**src/rtl/frogger_win_controller.sv**
```systemverilog
// Level-flow controller for the frog game. Watches the row-status code coming
// from the last-register comparator, debounces a win, runs a timed celebration
// with a blink pattern, handshakes a playfield clear with the register bank and
// then advances the level. Frog moves (rising edges of code 01) are counted
// per level with saturation.
module frogger_win_controller #(
  parameter int LEVEL_WIDTH      = 4,
  parameter int MAX_LEVEL        = 9,
  parameter int CELEBRATE_CYCLES = 16,
  parameter int BLINK_DIV        = 4,
  parameter int CNT_WIDTH        = 8
) (
  input  logic                   frogger_win_controller_CLOCK_50,
  input  logic                   frogger_win_controller_RESET_InLow,
  input  logic [1:0]             frogger_win_controller_win_InBUS,
  input  logic                   frogger_win_controller_clearAck_In,
  output logic                   frogger_win_controller_clearRegs_Out,
  output logic [LEVEL_WIDTH-1:0] frogger_win_controller_level_OutBUS,
  output logic [CNT_WIDTH-1:0]   frogger_win_controller_moves_OutBUS,
  output logic                   frogger_win_controller_celebrate_Out,
  output logic                   frogger_win_controller_blink_Out,
  output logic                   frogger_win_controller_done_Out
);

  typedef enum logic [2:0] {
    PLAY      = 3'd0,
    CONFIRM   = 3'd1,
    CELEBRATE = 3'd2,
    CLEAR     = 3'd3,
    ADVANCE   = 3'd4,
    DONE      = 3'd5
  } stateT;

  localparam logic [1:0] CODE_IDLE    = 2'b00;
  localparam logic [1:0] CODE_CHANGED = 2'b01;
  localparam logic [1:0] CODE_FULL    = 2'b11;

  localparam logic [CNT_WIDTH-1:0]   CEL_LAST   = CNT_WIDTH'(CELEBRATE_CYCLES - 1);
  localparam logic [CNT_WIDTH-1:0]   BLINK_LAST = CNT_WIDTH'(BLINK_DIV - 1);
  localparam logic [CNT_WIDTH-1:0]   MOVES_MAX  = {CNT_WIDTH{1'b1}};
  localparam logic [LEVEL_WIDTH-1:0] LEVEL_MAX  = LEVEL_WIDTH'(MAX_LEVEL);

  logic                   clk;
  logic                   rstN;
  logic [1:0]             codeNow;
  logic                   moveEdge;
  logic [LEVEL_WIDTH-1:0] levelNext;

  stateT                  stateReg;
  logic [1:0]             prevReg;
  logic [CNT_WIDTH-1:0]   movesReg;
  logic [CNT_WIDTH-1:0]   celCntReg;
  logic [CNT_WIDTH-1:0]   blinkCntReg;
  logic [LEVEL_WIDTH-1:0] levelReg;
  logic                   blinkReg;
  logic                   clearRegsReg;
  logic                   celebrateReg;
  logic                   doneReg;

  assign clk  = frogger_win_controller_CLOCK_50;
  assign rstN = frogger_win_controller_RESET_InLow;

  // Code 10 carries no meaning; fold it into idle so it can never look like a move or win.
  assign codeNow = (frogger_win_controller_win_InBUS == 2'b10) ? CODE_IDLE
                                                               : frogger_win_controller_win_InBUS;

  // A move is only the first cycle of a 01 run.
  assign moveEdge = (codeNow == CODE_CHANGED) && (prevReg != CODE_CHANGED);

  // Level after an advance; pinned at the final level so it can never wrap.
  assign levelNext = (levelReg >= LEVEL_MAX) ? LEVEL_MAX : levelReg + 1'b1;

  // Level-flow state machine; every output is a register updated alongside the state.
  always_ff @(posedge clk) begin
    if (!rstN) begin
      stateReg     <= PLAY;
      prevReg      <= CODE_IDLE;
      movesReg     <= '0;
      celCntReg    <= '0;
      blinkCntReg  <= '0;
      levelReg     <= '0;
      blinkReg     <= 1'b0;
      clearRegsReg <= 1'b0;
      celebrateReg <= 1'b0;
      doneReg      <= 1'b0;
    end else begin
      prevReg <= codeNow;
      case (stateReg)
        PLAY: begin
          if (codeNow == CODE_FULL) begin
            stateReg <= CONFIRM;
          end else if (moveEdge && (movesReg != MOVES_MAX)) begin
            movesReg <= movesReg + 1'b1;
          end
        end
        CONFIRM: begin
          if (codeNow == CODE_FULL) begin
            stateReg     <= CELEBRATE;
            celCntReg    <= '0;
            blinkCntReg  <= '0;
            blinkReg     <= 1'b0;
            celebrateReg <= 1'b1;
          end else begin
            stateReg <= PLAY;
          end
        end
        CELEBRATE: begin
          if (celCntReg == CEL_LAST) begin
            stateReg     <= CLEAR;
            celCntReg    <= '0;
            blinkCntReg  <= '0;
            blinkReg     <= 1'b0;
            celebrateReg <= 1'b0;
            clearRegsReg <= 1'b1;
          end else begin
            celCntReg <= celCntReg + 1'b1;
            if (blinkCntReg == BLINK_LAST) begin
              blinkCntReg <= '0;
              blinkReg    <= ~blinkReg;
            end else begin
              blinkCntReg <= blinkCntReg + 1'b1;
            end
          end
        end
        CLEAR: begin
          if (frogger_win_controller_clearAck_In) begin
            stateReg     <= ADVANCE;
            clearRegsReg <= 1'b0;
          end
        end
        ADVANCE: begin
          levelReg <= levelNext;
          movesReg <= '0;
          if (levelNext == LEVEL_MAX) begin
            stateReg <= DONE;
            doneReg  <= 1'b1;
          end else begin
            stateReg <= PLAY;
          end
        end
        DONE: begin
          stateReg <= DONE;
        end
        default: begin
          stateReg     <= PLAY;
          blinkReg     <= 1'b0;
          clearRegsReg <= 1'b0;
          celebrateReg <= 1'b0;
          doneReg      <= 1'b0;
        end
      endcase
    end
  end

  assign frogger_win_controller_clearRegs_Out = clearRegsReg;
  assign frogger_win_controller_level_OutBUS  = levelReg;
  assign frogger_win_controller_moves_OutBUS  = movesReg;
  assign frogger_win_controller_celebrate_Out = celebrateReg;
  assign frogger_win_controller_blink_Out     = blinkReg;
  assign frogger_win_controller_done_Out      = doneReg;

endmodule

```
**config.mk**
```make
export PLATFORM = sky130hd
export DESIGN_NAME = frogger_win_controller
export DESIGN_NICKNAME = d
export VERILOG_FILES = /design/src/rtl/frogger_win_controller.sv
export SDC_FILE = /design/constraint.sdc
export NUM_CORES = 1
export LEC_CHECK = 0
export CAP_MARGIN = 10
export CORE_MARGIN = 2
export CORE_UTILIZATION = 50
export CTS_CLUSTER_DIAMETER = 40
export DETAILED_ROUTE_END_ITERATION = 6
export PLACE_DENSITY_LB_ADDON = 0.1
export SETUP_SLACK_MARGIN = 0.2
export SLEW_MARGIN = 20
export SYNTH_ARGS = -nofsm -noshare
export SYNTH_HDL_FRONTEND = slang
export SYNTH_SLANG_ARGS = --single-unit
```
**constraint.sdc**
```tcl
create_clock -name frogger_win_controller_CLOCK_50 -period 1.8 [get_ports frogger_win_controller_CLOCK_50]
set_input_delay 0.18 -clock frogger_win_controller_CLOCK_50 [delete_from_list [all_inputs] [get_ports frogger_win_controller_CLOCK_50]]
set_output_delay 0.18 -clock frogger_win_controller_CLOCK_50 [all_outputs]
set_load 0.03 [all_outputs]
```
* Word-level counts from Yosys, hierarchy flattened
Cells that the tools add are included.
** Operators by class
- $lt $le $gt $ge :: 1
- Reduce and logical (&&, ||, !) cells :: 15
- Bitwise operators :: 4
- Equality and inequality tests :: 21
- Add/sub/neg operators :: 4
- Mux-type cells :: 29
** Operator list (count)
- two-way mux 8 bit :: 6
- one-hot mux 8 bit (2 select lines) :: 3
- adder 8 x 1 -> 8 bit, second input constant :: 3
- one-hot mux 3 bit (6 select lines) :: 1
- AND reduction 3 bit :: 5
- inequality test 2 bit, second input constant :: 7
- two-way mux 3 bit :: 4
- one-hot mux 1 bit (3 select lines) :: 3
- equality test 8 x 2 -> 1 bit, second input constant :: 1
- equality test 8 x 4 -> 1 bit, second input constant :: 1
- two-way mux 1 bit :: 8
- inequality test 8 bit, second input constant :: 1
- OR reduction 4 bit :: 2
- equality test 3 x 2 -> 1 bit, second input constant :: 2
- equality test 3 bit, second input constant :: 2
- OR reduction 5 bit :: 1
- adder 4 x 1 -> 4 bit, second input constant :: 1
- equality test 2 bit, second input constant :: 2
- equality test 4 bit, second input constant :: 1
- greater-or-equal comparator 4 bit, second input constant :: 1
- two-way mux 2 bit :: 2
- two-way mux 4 bit :: 1
- NOT 1 bit :: 4
- AND reduction 2 bit :: 2
- other kinds (8) :: 10
** Word-level totals
- Register bits :: 37
- Logic and storage cells :: 84
- Output and inout port bits :: 16
- Input bits :: 5

* Depth between registers and ports, before layout
- Depth in word-level cells :: 8
- Depth in mapped cells :: 6
- Depth with buffers taken out :: 6

* Worst setup path before layout
OpenSTA, ideal clock, no wires.
- Kind :: reg-to-reg
- Start point :: register stateReg[1]
- End point :: register movesReg[7], in the netlist frogger_win_controller_moves_OutBUS[7]
- Arrival :: 1.732 ns
- Required time :: 1.665 ns
- Path buffers :: 1
- Setup time :: 0.135 ns
- Stages on the path, launching flop included :: 6
- Clock period less this slack :: 1.867 ns
- Setup slack :: -0.067 ns
- Cells stage by stage :: dfxtp_1 buf_6 or4b_4 or3_4 o311ai_0 o41ai_1
** On the way
- Longest elaborated chain between the ends :: 3
- Elaborated cells on any way between the ends :: 7
- Classes of those cells :: 3 x eq/ne; 1 x mux; 3 x reduce/logical
** Ends and longest elaborated chain
- start, declared :: RTL line 49 : stateT stateReg;
- start signal, assigned :: RTL line 76 : stateReg <= PLAY;
- start signal, assigned :: RTL line 91 : stateReg <= CONFIRM;
- start signal, assigned :: RTL line 98 : stateReg <= CELEBRATE;
- equality test 3 bit or logical NOT 3 bit (tied branches) :: RTL line 88 : case (stateReg)
- nonzero test 2 bit (no source line) or inequality test 2 bit (tied branches)
- AND reduction 3 bit (no source line)
- end signal, assigned :: RTL line 93 : movesReg <= movesReg + 1'b1;
- end, declared :: RTL line 51 : logic [CNT_WIDTH-1:0] movesReg;
Several ways; a longest one is shown, not always the timed one.
A chain may end at the register's enable or synchronous reset.

* Final worst setup path
- Start point :: register stateReg[0]
- End point :: register movesReg[7], in the netlist frogger_win_controller_moves_OutBUS[7]
Same word-level chain as after synthesis.

==> impl_metrics.tcl <==
set metrics [dict create \
    grt_max_degree 21 \
    cts-root-buf "clkbuf_8" \
    setup.worst_path.start "stateReg[0]" \
    antenna_found_initial 0 \
    yosys_warnings 0 \
    grt_pass1_wl_um 7970 \
    ys_async_sr_fraction 0 \
    min_from "frogger_win_controller_clearRegs_Out" \
    cp.arrival_ns 1.92 \
    fin_area_um2 2640 \
    io_buffers 20 \
    final.min_clock_period_ns 1.75 \
    synth_fp_nets 246 \
    hold_buffers 0 \
    post-place-ws_ns -0.247 \
    track_usage 0.232 \
    timing.fmax_ghz 0.571 \
    hpwl_um 3160 \
    synth_cell_types 56 \
    synthesis.instances 235 \
    chipHeight_um 66.9 \
    hold_violations 0 \
    post-place-cells 309 \
    status "finished, final reports clean" \
    diodes 0 \
    dr_total_vias 1955 \
    h-tree-depth 2 \
    fin_ws_ns 0.0473 \
    via_per_inst 6.05 \
    min_path_type "register to register" \
    yosysSeqAreaShare 0.375 \
    period_share 0.974 \
    synth_area_leaders "dfxtp_1 (37%), a21oi_1 (4.3%), ha_1 (3.8%), nand2_1 (3.4%), nand3_1 (3.3%)" \
    synth.top_cell.area_share 0.375 \
    rsz0062_at_grt "yes" \
    io_pins 21 \
    power.density_nw_per_um2 618 \
    cts_buffers 5 \
    skew_ns 0.00593 \
    drtAntennaViolNets 0 \
    instances_no_fill 323 \
    layout-drive-gt1-share 0.233 \
    wl_per_cell_um 14.4 \
    area_delta_synth_final_pct 33.4 \
    design.die.area_um2 4470 \
    wl_um 4650 \
    coreArea_um2 3740 \
    syn_area_um2 1980 \
    clk_latency_ns 0.29 \
    die_x_um 66.9 \
    crit_type "register to register" \
    first_global_vias 1764 \
    drt_iter0_markers 121 \
    nNetsFinal 285 \
    final_util 0.704 \
    clkSinkCount 37 \
    hold-worst-slack_ns 0.475 \
    clockBufferDepth 2 \
    drc 0 \
    rows 22 \
    required_ns 1.97 \
    r2r_start "stateReg[0]" \
    cts_tree "yes" \
    cp-start-kind "register" \
    synth_enable_flop_cells 0 \
    clkTransAtPathRegs_ns 0.07 \
    slew_headroom 0.711 \
    finalSetupViolCount 0 \
    overflow 0 \
    end_kind "register" \
    avgSynthCellArea_um2 8.41 \
    dpl-instance-area_um2 2350 \
    finalMaxSlewViolations 0 \
    worstMarginPinSlew_ns 0.431 \
    gp_congestion 0.801 \
    max_cap_viol_count 0 \
    yosysTopAreaCell "dfxtp_1" \
    initial_core_util 0.528 \
    synth_seq_cells 37 \
    drt_pass1_iterations 4 \
    leakagePower_uw 0.000962 \
    synth_ff_type "dfxtp_1" \
    cp_max_fo 6 \
    peakVddDrop_uv 490 \
]
-- registers in the layout (all words and copies together) (netlist names) --
name	flops
blinkCntReg	8
celCntReg	8
frogger_win_controller_moves_OutBUS	8
frogger_win_controller_level_OutBUS	4
stateReg	3
prevReg	2
frogger_win_controller_blink_Out	1
frogger_win_controller_celebrate_Out	1
frogger_win_controller_clearRegs_Out	1
frogger_win_controller_done_Out	1
-- worst paths after layout --
| path | depth (start not counted) | slack, ns | end |
|---|---|---|---|
| max | 4 | 0.05 | frogger_win_controller_moves_OutBUS[7] |
| min | 2 | 0.48 | frogger_win_controller_clearRegs_Out |
| max reg2reg | 4 | 0.05 | frogger_win_controller_moves_OutBUS[7] |
| min reg2reg | 2 | 0.48 | frogger_win_controller_clearRegs_Out |
-- cell usage after synthesis, types with 2 or more instances --
library cell,count
o41ai_1,4
a2111oi_0,2
a311oi_1,2
nand2_1,18
nand4_1,2
or3_1,7
buf_2,3
or3b_2,3
nor3_1,6
nor2_1,14
a31oi_1,8
o21a_1,2
o211ai_1,3
nand3_1,13
o311ai_0,4
mux2i_1,3
o21ai_0,12
nand3b_1,2
ha_1,6
dfxtp_1,37
inv_1,9
and3_1,5
and2_1,2
o31a_1,2
a21oi_1,17
nand2b_1,4
a21o_1,2
clkbuf_1,8
a41oi_1,4
nor4_1,4
o2bb2ai_1,2
-- kinds of logic (layout without fill, tap and decap cells) --
| logic type | count (synthesis) | count (layout) | synth area share |
|---|---|---|---|
| AO/OA/AOI/OAI | 74 | 74 | 0.259 |
| XOR/XNOR | 2 | 2 | 0.00886 |
| adder cells (fa/ha/maj) | 6 | 6 | 0.0380 |
| buffers and inverters | 21 | 61 | 0.0456 |
| flip-flops | 37 | 37 | 0.375 |
| multiplexers | 3 | 3 | 0.0152 |
| AND/OR/NAND/NOR | 92 | 92 | 0.259 |
-- stage by stage --
| stage | TNS, ns | total power [uW] |
|---|---|---|
| after floorplan | 0 | 941 |
| after global placement | -1.45 | 994 |
| after detailed placement | -1.74 | 995 |
| after CTS | 0 | 1650 |
| after global routing | -0.0144 | 1700 |
| final | 0 | 1630 |
-- cell type report --
type	count	area (um2)
fillers	330	1110
repair buffers	44	395
multi-input cells	177	1280
clock buffers	7	96.3
well taps	48	60.1
flip-flops and latches	37	757
inverters	9	38.8
clock inverters	1	5.00
-- routing by layer --
metal,GRT usage,routed length (um),share of wire
met1,0.313,2230,0.48
met2,0.363,2140,0.46
met3,0.0574,246,0.053
met4,0.0714,38,0.0082
met5,0,0,0
-- critical path: stages, from the launching register on --
cell      delay, ns
dfxtp_2        0.34
or4b_4         0.53
or3_4          0.38
o311ai_1       0.25
o41ai_1        0.13
-- power breakdown --
part,leakage (uW),internal (uW),switching (uW),total [uW]
logic,0.000604,68.2,85.4,154
registers,0.000303,824,8.06,832
clock network,0.0000542,346,297,643
total,0.000962,1240,391,1630
-- cells in the final DEF, fill, tap and decap left out, types with 3 or more instances in the layout --
| master | count |
|---|---|
| nand3_1 | 13 |
| or3b_4 | 3 |
| dlymetal6s2s_1 | 3 |
| nand2_1 | 18 |
| dfxtp_2 | 4 |
| clkdlybuf4s50_1 | 13 |
| a41oi_1 | 4 |
| o21ai_0 | 10 |
| or3_1 | 6 |
| mux2i_1 | 3 |
| o41ai_1 | 4 |
| nor3_1 | 6 |
| nor2_1 | 14 |
| clkbuf_8 | 7 |
| nand2b_1 | 3 |
| a21oi_1 | 14 |
| inv_1 | 7 |
| dfxtp_4 | 3 |
| dlygate4sd2_1 | 4 |
| and3_1 | 4 |
| a31oi_1 | 8 |
| o211ai_1 | 3 |
| buf_4 | 21 |
| o311ai_1 | 3 |
| ha_1 | 3 |
| dfxtp_1 | 30 |
| nor4_1 | 4 |
-- timing repair --
action	4_1_cts	5_1_grt
resized for setup	16	29
pin swaps	0	5
setup buffers	4	2
setup endpoints to repair	24	26
(Power assumes the default switching activity.)
